File: src/rtl/multicycle_control_fsm.sv
// multicycle_control_fsm: Moore control FSM for the shared-memory multicycle RV32I datapath.
// Rev 1.0 - fetch/decode/execute/memory/writeback sequencing with mem_ready stalls and trapping.
`default_nettype none

module multicycle_control_fsm #(
  parameter int USE_MEM_READY = 1,
  parameter int JAL_EN        = 1,
  parameter int BNE_EN        = 1,
  parameter int TRAP_STICKY   = 0,
  parameter int STATE_W       = 4
) (
  input  logic               clk,
  input  logic               reset,
  input  logic [6:0]         op,
  input  logic [2:0]         funct3,
  input  logic               zero,
  input  logic               mem_ready,
  output logic               PCWrite,
  output logic               AdrSrc,
  output logic               MemWrite,
  output logic               IRWrite,
  output logic               RegWrite,
  output logic [1:0]         ResultSrc,
  output logic [1:0]         ALUSrcA,
  output logic [1:0]         ALUSrcB,
  output logic [1:0]         ALUOp,
  output logic [1:0]         ImmSrc,
  output logic               illegal,
  output logic               instr_retired,
  output logic [STATE_W-1:0] state
);

  localparam logic [6:0] OP_LW  = 7'b0000011;
  localparam logic [6:0] OP_SW  = 7'b0100011;
  localparam logic [6:0] OP_R   = 7'b0110011;
  localparam logic [6:0] OP_I   = 7'b0010011;
  localparam logic [6:0] OP_BR  = 7'b1100011;
  localparam logic [6:0] OP_JAL = 7'b1101111;
  localparam logic [6:0] OP_NOP = 7'b0000000;

  typedef enum logic [3:0] {
    S_FETCH    = 4'd0,
    S_DECODE   = 4'd1,
    S_MEMADR   = 4'd2,
    S_MEMREAD  = 4'd3,
    S_MEMWB    = 4'd4,
    S_MEMWRITE = 4'd5,
    S_EXECUTER = 4'd6,
    S_ALUWB    = 4'd7,
    S_EXECUTEI = 4'd8,
    S_JAL      = 4'd9,
    S_BRANCH   = 4'd10,
    S_ILLEGAL  = 4'd11
  } state_t;

  // Per-state control fields; the handshake-dependent ones are qualified at the outputs.
  typedef struct packed {
    logic       fetch;
    logic       decode;
    logic       pcupdate;
    logic       adrsrc;
    logic       memwrite;
    logic       regwrite;
    logic       branch;
    logic       retire;
    logic       retire_rdy;
    logic       illegal;
    logic [1:0] resultsrc;
    logic [1:0] alusrca;
    logic [1:0] alusrcb;
    logic [1:0] aluop;
  } ctrl_t;

  function automatic ctrl_t ctrl_for(input state_t s);
    ctrl_t c;
    c = '0;
    case (s)
      S_FETCH: begin
        c.fetch     = 1'b1;
        c.alusrcb   = 2'b10;
        c.resultsrc = 2'b10;
      end
      S_DECODE: begin
        c.decode  = 1'b1;
        c.alusrca = 2'b01;
        c.alusrcb = 2'b01;
      end
      S_MEMADR: begin
        c.alusrca = 2'b10;
        c.alusrcb = 2'b01;
      end
      S_MEMREAD: begin
        c.adrsrc = 1'b1;
      end
      S_MEMWB: begin
        c.resultsrc = 2'b01;
        c.regwrite  = 1'b1;
        c.retire    = 1'b1;
      end
      S_MEMWRITE: begin
        c.adrsrc     = 1'b1;
        c.memwrite   = 1'b1;
        c.retire_rdy = 1'b1;
      end
      S_EXECUTER: begin
        c.alusrca = 2'b10;
        c.aluop   = 2'b10;
      end
      S_ALUWB: begin
        c.regwrite = 1'b1;
        c.retire   = 1'b1;
      end
      S_EXECUTEI: begin
        c.alusrca = 2'b10;
        c.alusrcb = 2'b01;
        c.aluop   = 2'b10;
      end
      S_JAL: begin
        c.alusrca  = 2'b01;
        c.alusrcb  = 2'b10;
        c.pcupdate = 1'b1;
      end
      S_BRANCH: begin
        c.alusrca = 2'b10;
        c.aluop   = 2'b01;
        c.branch  = 1'b1;
        c.retire  = 1'b1;
      end
      S_ILLEGAL: begin
        c.illegal = 1'b1;
      end
      default: c = '0;
    endcase
    return c;
  endfunction

  state_t st;
  state_t st_nxt;
  ctrl_t  ctrl;
  logic   ready;
  logic   br_legal;
  logic   take;

  assign ready    = (USE_MEM_READY != 0) ? mem_ready : 1'b1;
  assign br_legal = (funct3 == 3'b000) || ((BNE_EN != 0) && (funct3 == 3'b001));
  assign take     = (funct3 == 3'b001) ? ~zero : zero;

  always_comb begin
    st_nxt = S_FETCH;
    case (st)
      S_FETCH:    st_nxt = ready ? S_DECODE : S_FETCH;
      S_DECODE: begin
        case (op)
          OP_LW, OP_SW: st_nxt = S_MEMADR;
          OP_R:         st_nxt = S_EXECUTER;
          OP_I:         st_nxt = S_EXECUTEI;
          OP_BR:        st_nxt = br_legal ? S_BRANCH : S_ILLEGAL;
          OP_JAL:       st_nxt = (JAL_EN != 0) ? S_JAL : S_ILLEGAL;
          OP_NOP:       st_nxt = S_FETCH;
          default:      st_nxt = S_ILLEGAL;
        endcase
      end
      S_MEMADR:   st_nxt = (op == OP_LW) ? S_MEMREAD : S_MEMWRITE;
      S_MEMREAD:  st_nxt = ready ? S_MEMWB : S_MEMREAD;
      S_MEMWB:    st_nxt = S_FETCH;
      S_MEMWRITE: st_nxt = ready ? S_FETCH : S_MEMWRITE;
      S_EXECUTER: st_nxt = S_ALUWB;
      S_EXECUTEI: st_nxt = S_ALUWB;
      S_ALUWB:    st_nxt = S_FETCH;
      S_JAL:      st_nxt = S_ALUWB;
      S_BRANCH:   st_nxt = S_FETCH;
      S_ILLEGAL:  st_nxt = (TRAP_STICKY != 0) ? S_ILLEGAL : S_FETCH;
      default:    st_nxt = S_FETCH;
    endcase
  end

  // Control fields are registered from the next state so they line up with the state register.
  always_ff @(posedge clk) begin
    if (reset) begin
      st   <= S_FETCH;
      ctrl <= ctrl_for(S_FETCH);
    end else begin
      st   <= st_nxt;
      ctrl <= ctrl_for(st_nxt);
    end
  end

  assign IRWrite       = ctrl.fetch & ready & ~reset;
  assign PCWrite       = ((ctrl.fetch & ready) | ctrl.pcupdate | (ctrl.branch & take)) & ~reset;
  assign MemWrite      = ctrl.memwrite & ~reset;
  assign RegWrite      = ctrl.regwrite & ~reset;
  assign AdrSrc        = ctrl.adrsrc;
  assign ResultSrc     = ctrl.resultsrc;
  assign ALUSrcA       = ctrl.alusrca;
  assign ALUSrcB       = ctrl.alusrcb;
  assign ALUOp         = ctrl.aluop;
  assign illegal       = ctrl.illegal;
  assign instr_retired = ctrl.retire | (ctrl.retire_rdy & ready) | (ctrl.decode & (op == OP_NOP));
  assign state         = STATE_W'(st);

  always_comb begin
    ImmSrc = 2'b00;
    case (op)
      OP_SW:   ImmSrc = 2'b01;
      OP_BR:   ImmSrc = 2'b10;
      OP_JAL:  ImmSrc = 2'b11;
      default: ImmSrc = 2'b00;
    endcase
  end

endmodule

`default_nettype wire
File: config.mk
export PLATFORM = sky130hd
export DESIGN_NAME = multicycle_control_fsm
export DESIGN_NICKNAME = d
export VERILOG_FILES = /design/src/rtl/multicycle_control_fsm.sv
export SDC_FILE = /design/constraint.sdc
export NUM_CORES = 1
export LEC_CHECK = 0
export ABC_CLOCK_PERIOD_IN_PS = 1800
export CORE_MARGIN = 2
export CORE_UTILIZATION = 41
export DETAILED_ROUTE_END_ITERATION = 12
export GPL_TIMING_DRIVEN = 0
export PLACE_DENSITY_LB_ADDON = 0.1
export SYNTH_ARGS = -nofsm -noshare
export SYNTH_HDL_FRONTEND = slang
export SYNTH_SLANG_ARGS = --single-unit
File: constraint.sdc
create_clock -name clk -period 1.8 [get_ports clk]
set_input_delay 0.27 -clock clk [delete_from_list [all_inputs] [get_ports clk]]
set_output_delay 0.27 -clock clk [all_outputs]
set_load 0.02 [all_outputs]
**After elaboration in Yosys (flattened, before gate mapping)**

Cells that the tools add are included.

- Output and inout port bits: 21
- Logic and storage cells: 90
- Input bits: 14
- Register bits after elaboration: 21

- Bitwise gates (word level): 14
- Muxes and demuxes: 22
- Reduce and logical (&&, ||, !) cells: 15
- Equality and inequality tests: 25

Operators by type and width:

| kind | count |
|---|---|
| one-hot mux 4 bit (6 select lines) | 2 |
| == test 4 x 3 -> 1 bit, second input constant | 6 |
| == test 4 bit, second input constant | 6 |
| == test 4 x 2 -> 1 bit, second input constant | 4 |
| one-hot mux 2 bit (2 select lines) | 4 |
| == test 7 x 6 -> 1 bit, second input constant | 2 |
| == test 7 bit, second input constant | 2 |
| two-way mux 1 bit | 12 |
| OR reduction 2 bit | 6 |
| two-way mux 3 bit | 3 |
| OR reduction 3 bit | 3 |
| bitwise AND 1 bit | 8 |
| == test 4 x 1 -> 1 bit, second input constant | 2 |
| zero test 4 bit | 2 |
| == test 7 x 2 -> 1 bit, second input constant | 1 |
| == test 7 x 5 -> 1 bit, second input constant | 1 |
| zero test 7 bit | 1 |
| one-hot mux 2 bit (3 select lines) | 1 |
| OR 1 bit | 4 |
| OR reduction 4 bit | 1 |
| == test 3 x 1 -> 1 bit, second input constant | 1 |
| zero test 3 bit | 1 |
| inverter 1 bit | 2 |
| logical OR 1 bit | 1 |

**Depth between registers and ports, before layout**

- Depth after elaboration: 8
- Depth in mapped cells: 8

**Worst setup path after synthesis**

OpenSTA, ideal clock, no wires.

- Path type: input to register
- Start: in op[2]
- End: reg ctrl[10] (netlist name)
- Required time: 1682 ps
- Setup time: 118 ps
- Buffers on the path: 1
- Arrival: 1950 ps
- Stages on the path: 7
- Slack: -268 ps
- Path through: xor2_1 nor3_1 o22ai_1 a211o_2 buf_6 xnor2_1 o21ai_1

- Cells in the longest elaborated chain, start to end: 7
- Elaborated cells on any way between the ends: 16
- Those cells by class: eq/ne (9); mux (4); reduce/logical (3)

RTL lines:

| what | RTL line | source |
|---|---|---|
| from (decl) | 14 | `input logic [6:0] op,` |
| == test 7 x 2 -> 1 bit or == test 7 x 6 -> 1 bit (tied branches) | 153, 163 |  |
| OR reduction 2 bit | 153 | `case (op)` |
| one-hot mux 4 bit (6 select lines) | 153 |  |
| one-hot mux 4 bit (6 select lines) (*) | 150 | `case (st)` |
| == test 4 x 3 -> 1 bit or == test 4 bit (tied branches) | 77 | `case (s)` |
| OR reduction 3 bit (no line) (*) | n/a |  |
| two-way mux 1 bit (*) | 77 |  |
| to (signal assigned) | 181 | `ctrl <= ctrl_for(S_FETCH);` |
| to (signal assigned) | 184 | `ctrl <= ctrl_for(st_nxt);` |
| to (decl) | 139 | `ctrl_t ctrl;` |

Every way passes the cells marked *; elsewhere a longest branch is shown, timed or not.
A chain may end at the register's enable or synchronous reset.

**Final worst setup path**

- Start: in op[3]
- End: reg ctrl (netlist bit ALUSrcB[1])

- Cells in the longest elaborated chain, start to end: 7
- Elaborated cells on any way between the ends: 19
- Those cells by class: eq/ne (10); mux (4); reduce/logical (5)

RTL lines:

| what | RTL line |
|---|---|
| == test 7 x 2 -> 1 bit or == test 7 x 6 -> 1 bit (tied branches) | 153, 163 |
| OR reduction 2 bit | 153 |
| one-hot mux 4 bit (6 select lines) | 153 |
| one-hot mux 4 bit (6 select lines) (*) | 150 |
| == test 4 bit, or another cell as far along | 77 |
| OR reduction 3 bit (no line) or OR reduction 2 bit (tied branches) | n/a |
| one-hot mux 2 bit (2 select lines) (*) | 77 |

Marked as above.

==> flow_metrics.py <==
metrics = {
    "layout": {
        "syn_to_final_growth_pct": 61.5,
        "final_nets": 205,
        "layout-drive-gt1-share": 0.411,
        "antenna-diode-count": 0,
        "design_area_final_mm2": 0.00184,
    },
    "synthesis": {
        "synthTopCellsByCount": "sky130_fd_sc_hd__dfxtp_1 (19), sky130_fd_sc_hd__nor2_1 (12), sky130_fd_sc_hd__nor3_1 (11)",
        "synth.ff_latch_count": 19,
        "netlist.top_cell.by_area": "sky130_fd_sc_hd__dfxtp_1",
        "netlist_area_mm2": 0.00114,
        "synth_enable_flop_cells": 0,
        "synth_top_cells_by_area": "sky130_fd_sc_hd__dfxtp_1 (33%), sky130_fd_sc_hd__buf_4 (5.3%), sky130_fd_sc_hd__nor3_1 (4.8%)",
        "most_frequent_cell_after_synthesis": "sky130_fd_sc_hd__dfxtp_1",
        "async_sr_flop_fraction": 0,
        "ys_seq_area_frac": 0.334,
        "yosys_warnings": 0,
        "synthFlopType": "sky130_fd_sc_hd__dfxtp_1",
        "yosys.area.top_type_share": 0.334,
        "synth.lib_cells_used.distinct": 48,
        "syn_nets": 151,
        "syn_area_per_cell_um2": 8.32,
        "post_synth_inst_count": 137,
    },
    "place": {
        "io_buffer_count": 33,
        "dpl_worst_slack_ps": -781,
        "globalplace.congestion": 0.831,
        "detailed_place_hpwl_um": 1960,
        "postPlaceCellArea_mm2": 0.00153,
    },
    "pwr": {
        "clkPwrFrac": 0.071,
        "leakage_nw": 0.782,
        "netSwitchingFraction": 0.413,
        "internal_power_mw": 1.74,
        "power.density_cell_area_mw_per_mm2": 1610,
        "vdd.ir_drop.worst_uv": 1260,
        "comb_power_share": 0.710,
        "pwr-share-seq": 0.219,
        "total_switching_power_mw": 1.22,
    },
    "routing": {
        "drc": 0,
        "drt_pre_antenna_iters": 4,
        "detail-route-antenna-nets": 0,
        "initial_drt_markers": 54,
        "vias": 1176,
        "wl_cell_um": 14.7,
        "route.detailed.vias_per_inst": 5.32,
        "drt-total-wl_um": 3250,
    },
    "floorplan": {
        "initial_core_util": 0.424,
        "die_x_um": 56.7,
        "core_mm2": 0.00269,
        "die-height_um": 56.7,
        "fp-row-count": 19,
        "design.portCount": 35,
        "die_area_mm2": 0.00322,
    },
    "flow_run": {
        "maxCapViolCount": 0,
    },
    "sta": {
        "setup_repair_after_global_routing_missed_its_margin": "true",
        "max_freq_mhz": 533,
        "slew-limit-headroom": 0.700,
        "slew_viol_final": 0,
        "period_share": 1.04,
        "finalSetupViolCount": 7,
        "final.setup.tns_ps": -253,
        "timing.final.crit_period_ps": 1880,
        "setup_skew_after_layout_ps": 1.26,
        "final-hold-violation-count": 0,
        "worst_pin_slew_ps": 450,
        "worst_slack_ps": -77.2,
        "final.hold.worst_slack_ps": 434,
    },
    "setup_path": {
        "cp_num_buf_inv": 1,
        "cp-end-kind": "flop",
        "timing.critical_path.slowest_cell_delay_ps": 530,
        "critPathSlowestCell": "sky130_fd_sc_hd__or4_4",
        "critical_path.cell_chain": "buf_8 > or3_4 > or4_4 > a221oi_4 > and2_4 > nor3b_2 > or3_1",
        "cp_top_family": "simple AND/OR/NAND/NOR gates",
        "path_max_fanout": 4,
        "data_arrival_critical_path_ps": 2120,
        "cp.required_ps": 2050,
        "cp-start-kind": "input pin",
        "path_type_of_the_worst_setup_path": "in2reg",
    },
    "clocking": {
        "clkSlewWorstSetupHoldPaths_ps": 100,
        "cts_num_sinks": 19,
        "cts_max_path_buffers": 2,
        "cts_tree": "done",
        "worstSkewPairLatency_ps": 290,
        "cts_made_buffers": 3,
        "hold_buffers": 0,
        "clk_root_buffer_cell": "sky130_fd_sc_hd__clkbuf_4",
        "cts_max_level": 1,
    },
    "global_route": {
        "global_route.overflow_total": 0,
        "antenna_violations_before_repair": 0,
        "grt_first_pass_wirelength_um": 5320,
        "first_global_vias": 1168,
        "largest_net_degree_at_the_start_of_global_routing": 11,
        "globalRouteTotalUtil": 0.210,
    },
    "run_status": {
        "violations": "setup timing",
        "outcome": "complete, but fails checks",
    },
    "worst_hold_path": {
        "timing.hold.worst.class": "in2reg",
    },
}
## cell type report
cell class              instances  area (um2)
inverters                       3        11.3
multi-input cells              99         802
flip-flops and latches         19         384
well taps                      31        38.8
plain buffers                  16         151
fillers                       224         846
repair buffers                 49         427
clock buffers                   4        26.3
## state kept, by name, summed over array words and instances (netlist names)
signal     cells
AdrSrc         1
ALUSrcB        2
ALUOp          1
state          4
ctrl           6
ResultSrc      2
ALUSrcA        2
illegal        1
## cell usage in the layout (no fill, tap or decap), drive strengths merged, types with 5 or more instances in the layout
cell type      instances
a21oi                  7
buf                   33
clkbuf                11
clkdlybuf4s50         16
dfxtp                 19
dlygate4sd2            6
nand2                  7
nand2b                 5
nand3                  6
nor2                  12
nor2b                  6
nor3                  11
## path summary, 6_finish.rpt
kind | from | endpoint | slack, ps | depth (start not counted)
setup / recovery | op[3] | ALUSrcB[1]$_SDFF_PP1_ | -80 | 7
hold / removal | reset | ctrl[16]$_SDFF_PP0_ | 430 | 2
setup reg to reg | state[3]$_SDFF_PP0_ | ALUSrcB[1]$_SDFF_PP1_ | -40 | 8
hold reg to reg | state[1]$_SDFF_PP0_ | ctrl[16]$_SDFF_PP0_ | 690 | 2
## power groups by stage
stage               Clock [mW]  Combinational (mW)  Sequential (mW)
global route             0.236                2.26            0.667
finish                   0.212                2.10            0.649
global placement             0                1.62            0.635
floorplan                    0                1.10            0.687
detailed placement           0                1.64            0.639
CTS                      0.214                1.99            0.644
## logic make-up (layout without fill, tap and decap cells)
logic type / Yosys count / count (layout) / synth area share
flip-flops: 19 / 19 / 0.334
buffers and inverters: 19 / 72 / 0.0955
AO/OA/AOI/OAI: 23 / 23 / 0.147
multiplexers: 2 / 2 / 0.0176
XOR/XNOR: 3 / 3 / 0.0231
AND/OR/NAND/NOR: 71 / 71 / 0.383
## per-layer routing
metal,share of wire,routed length [um],vias up,GRT usage
li1,-,-,593,-
met1,0.44,1440,550,0.274
met2,0.51,1650,29,0.349
met3,0.042,138,4,0.0530
met4,0.0083,27,0,0.0408
met5,0,0,-,0
## through the flow
step           total power [mW]  utilization  cells
6_report                   2.96        0.685    221
5_1_grt                    3.16        0.685    221
4_1_cts                    2.85        0.667    218
3_5_place_dp               2.28        0.571    201
3_3_place_gp               2.26        0.571    201
2_1_floorplan              1.79            -    137
## what timing repair did
item / CTS / global route
gates resized for setup: 65 / 20
gates cloned: 1 / 0
setup endpoints to repair: 24 / 18
buffers inserted: 12 / 3
pin swaps: 13 / 12
(Power assumes the default switching activity.)
